**config.mk**
```make
export PLATFORM = sky130hd
export DESIGN_NAME = async_reset_counter
export DESIGN_NICKNAME = d
export VERILOG_FILES = /design/src/rtl/counter_pkg.sv /design/src/rtl/async_reset_counter.sv
export SDC_FILE = /design/constraint.sdc
export NUM_CORES = 1
export LEC_CHECK = 0
export BUFFER_PORTS_ARGS = -buffer_cell sky130_fd_sc_hd__buf_2
export CORE_AREA = 2 2 39 41
export CTS_CLUSTER_SIZE = 8
export DETAILED_ROUTE_END_ITERATION = 8
export DIE_AREA = 0 0 41 43
export GPL_TIMING_DRIVEN = 0
export PLACE_DENSITY_LB_ADDON = 0.3
export SLEW_MARGIN = 15
export SYNTH_ARGS = -nofsm -noshare
export SYNTH_HDL_FRONTEND = slang
export SYNTH_SLANG_ARGS = --single-unit
```
**constraint.sdc**
```tcl
create_clock -name clk -period 1.8 [get_ports clk]
set_clock_uncertainty 0.05 [all_clocks]
set_input_delay 0.09 -clock clk [delete_from_list [all_inputs] [get_ports clk]]
set_output_delay 0.09 -clock clk [all_outputs]
set_load 0.005 [all_outputs]
```
**src/rtl/counter_pkg.sv**
```systemverilog
// ============================================================================
// counter_pkg: shared width default and count type for the counter blocks.
// Rev 1.0
// ============================================================================
`default_nettype none

package counter_pkg;

  localparam int COUNTER_WIDTH_DEFAULT = 8;

  typedef logic [COUNTER_WIDTH_DEFAULT-1:0] count_t;

endpackage

`default_nettype wire

```
**src/rtl/async_reset_counter.sv**
```systemverilog
// ============================================================================
// async_reset_counter: enable-gated wrapping up-counter with async clear.
// Rev 1.0
// ============================================================================
`default_nettype none

module async_reset_counter
  import counter_pkg::*;
#(
  parameter int WIDTH = COUNTER_WIDTH_DEFAULT
) (
  input  logic             clk,
  input  logic             reset,
  input  logic             ena,
  output logic [WIDTH-1:0] result
);

  logic [WIDTH-1:0] count;

  // Carry-out is dropped so the count wraps modulo 2^WIDTH.
  always_ff @(posedge clk or posedge reset) begin
    if (reset) begin
      count <= '0;
    end else if (ena) begin
      count <= count + {{(WIDTH-1){1'b0}}, 1'b1};
    end
  end

  assign result = count;

`ifndef SYNTHESIS
  a_reset_clears : assert property (@(posedge clk) reset |-> (result == '0));

  a_increment : assert property (@(posedge clk) disable iff (reset)
    ena |=> (result == $past(result) + {{(WIDTH-1){1'b0}}, 1'b1}));

  a_hold : assert property (@(posedge clk) disable iff (reset)
    !ena |=> (result == $past(result)));
`endif

endmodule

`default_nettype wire

```
==> results.yml <==
clock_tree:
  cts_tree: "built"
  root_buffer: "clkbuf_4"
  cts_resized: 0
  cts_num_sinks: 8
  htreeDepth: 1
  cts.path.max_buffers: 2
  insertion_delay_ps: 250
  clkSlewWorstSetupHoldPaths_ps: 50
  cts_made_buffers: 3
yosys:
  syn_inst: 27
  synth_cell_types: 12
  avgSynthCellArea_um2: 12.8
  synth_area_um2: 345
  synth_top_cell_area_share: 0.580
  synth_area_leaders: "dfrtp_1 58%, xnor2_1 10%, xor2_1 7.6%, ha_1 3.6%, nand4_1 3.6%"
  yosysTopAreaCell: "dfrtp_1"
  seq_area_frac_synth: 0.580
  syn_nets: 31
  ys_warn_count: 0
  ys_ff_latch: 8
cells_and_area:
  fin_nets: 47
  final_layout_size_suffix_gt1_frac: 0.390
  design_area_um2: 448
  antenna_cells: 0
  largest_reg_flops: 8
  area_growth_pct: 29.7
routing:
  firstDrtPassIters: 4
  drt-initial-drc-count: 1
  vias: 237
  drc: 0
  wire_per_inst_um: 10.2
  ant_nets: 0
  avgViaCountPerCell: 4.16
  finalWirelength_um: 583
floorplanning:
  die_h_um: 43
  initial_utilization: 0.250
  core_area_um2: 1380
  ios: 11
  fp.dieW_um: 41
  row_count: 14
  dieArea_um2: 1760
placed_design:
  portBuffers: 10
  gp_congestion: 0.590
  dpl.hpwl_um: 431
  place_area_um2: 415
sta:
  slew_headroom: 0.797
  fmax_mhz: 877
  tightestPinTransition_ps: 305
  slew_violations: 0
  setup_violations: 0
  rsz0062_at_grt: "no"
  final.period_utilization: 0.633
  final.min_clock_period_ps: 1140
  setup_tns_ps: 0
  hold_viol: 0
global_route:
  track_usage: 0.0870
  gr-total-overflow: 0
  grtUsageMet2: 0.106
  gr-usage-met3: 0.0471
  grt_first_pass_wirelength_um: 938
  grt-busiest-layer: "met2"
  use_met1: 0.0924
  antenna_found_initial: 0
  grt_max_degree: 9
  grt_pass1_vias: 236
min_path:
  hold_path_class: "in -> reg"
power_and_ir_drop:
  irDropWorstVdd_v: 0.000520
  pwr-share-seq: 0.494
  power_frac_comb: 0.313
  swShare: 0.340
  power.internal_uw: 462
  p_sw_uw: 238
  power.density_nw_per_um2: 1560
  leakagePower_uw: 0.000227
  clockPowerShare: 0.193
critical_path:
  critPathRequiredTime_ps: 1890
  critPathLaunchType: "flop"
  path_max_fanout: 4
  cp_data_arrival_time_ps: 1230
  worstSetupPathType: "reg -> reg"
  endpoint_kind: "flop"
flow_run:
  drv_cap: 0
outcome:
  status: "complete, no violations"
[power groups by stage]
stage / clock (µW) / sequential [µW] / combinational (µW)
2_1_floorplan: 0 / 350 / 118
3_3_place_gp: 0 / 353 / 217
3_5_place_dp: 0 / 353 / 222
4_1_cts: 144 / 350 / 225
5_1_grt: 157 / 362 / 248
6_report: 135 / 346 / 219
[synth_stat cells, drive strengths merged]
| library cell | instances |
|---|---|
| ha | 1 |
| nand2 | 3 |
| nor2 | 1 |
| and3 | 1 |
| nand4 | 3 |
| mux2 | 1 |
| inv | 1 |
| xor2 | 3 |
| xnor2 | 4 |
| dfrtp | 8 |
| nor3 | 1 |
[what timing repair did]
item	in CTS	in global routing
hold buffers	1	0
endpoints found under the hold margin	8	0
setup buffers	0	0
[final timing paths]
path,depth (start not counted),startpoint,slack [ps],end
worst max-delay path,2,result[0],660,result[1]
worst min-delay path,2,ena,60,result[0]
worst max register to register,2,result[0],660,result[1]
worst min register to register,1,result[7],410,result[7]
max in group asynchronous,3,reset,1200,result[1]
min in group asynchronous,3,reset,270,result[6]
[critical path, cell delays in order (launching register included)]
cell	delay, ps
dfrtp_1	420
ha_1	300
mux2_2	250
[cell type report]
cell class                 instances  area, µm²
fill                             151        936
timing repair buffer              11       60.1
multi-input combinational         18        141
clock buffer                       3       22.5
sequential                         8        200
inverter                           1       3.75
tap                               16       20.0
[layer usage]
layer / routed length [µm] / up-vias
met3: 46 / 2
met1: 287 / 106
met5: 0 / -
li1: - / 121
met4: 8 / 0
met2: 241 / 8
[cell families (layout without fill, tap and decap cells)]
group                      Yosys count  count (layout)  synth area share
and+or+nand+nor                      9               9             0.163
DFF                                  8               8             0.580
xor gates and xnor gates             7               7             0.178
adders and majority gates            1               1            0.0362
muxes                                1               1            0.0326
buffers and inverters                1              15            0.0109
[cell usage in the layout (no fill, tap or decap)]
cell           count
buf_2             10
dfrtp_1            8
xnor2_1            4
nand2_1            3
xor2_1             3
clkbuf_4           3
nand4_1            2
nand4_2            1
nor2_1             1
and3_1             1
inv_1              1
nor3_2             1
mux2_2             1
ha_1               1
dlygate4sd3_1      1
[through the flow]
stage	worst slack, ps	total power, µW	utilization	hold WS [ps]	instances
floorplan	678	469	-	-144	27
global placement	674	570	0.300	0.792	53
detailed placement	664	575	0.300	3.27	53
CTS	648	720	0.324	47.5	57
global route	601	767	0.324	58.7	57
finish	660	700	0.324	57.3	57
No activity file was read; power rests on OpenSTA's default activity.
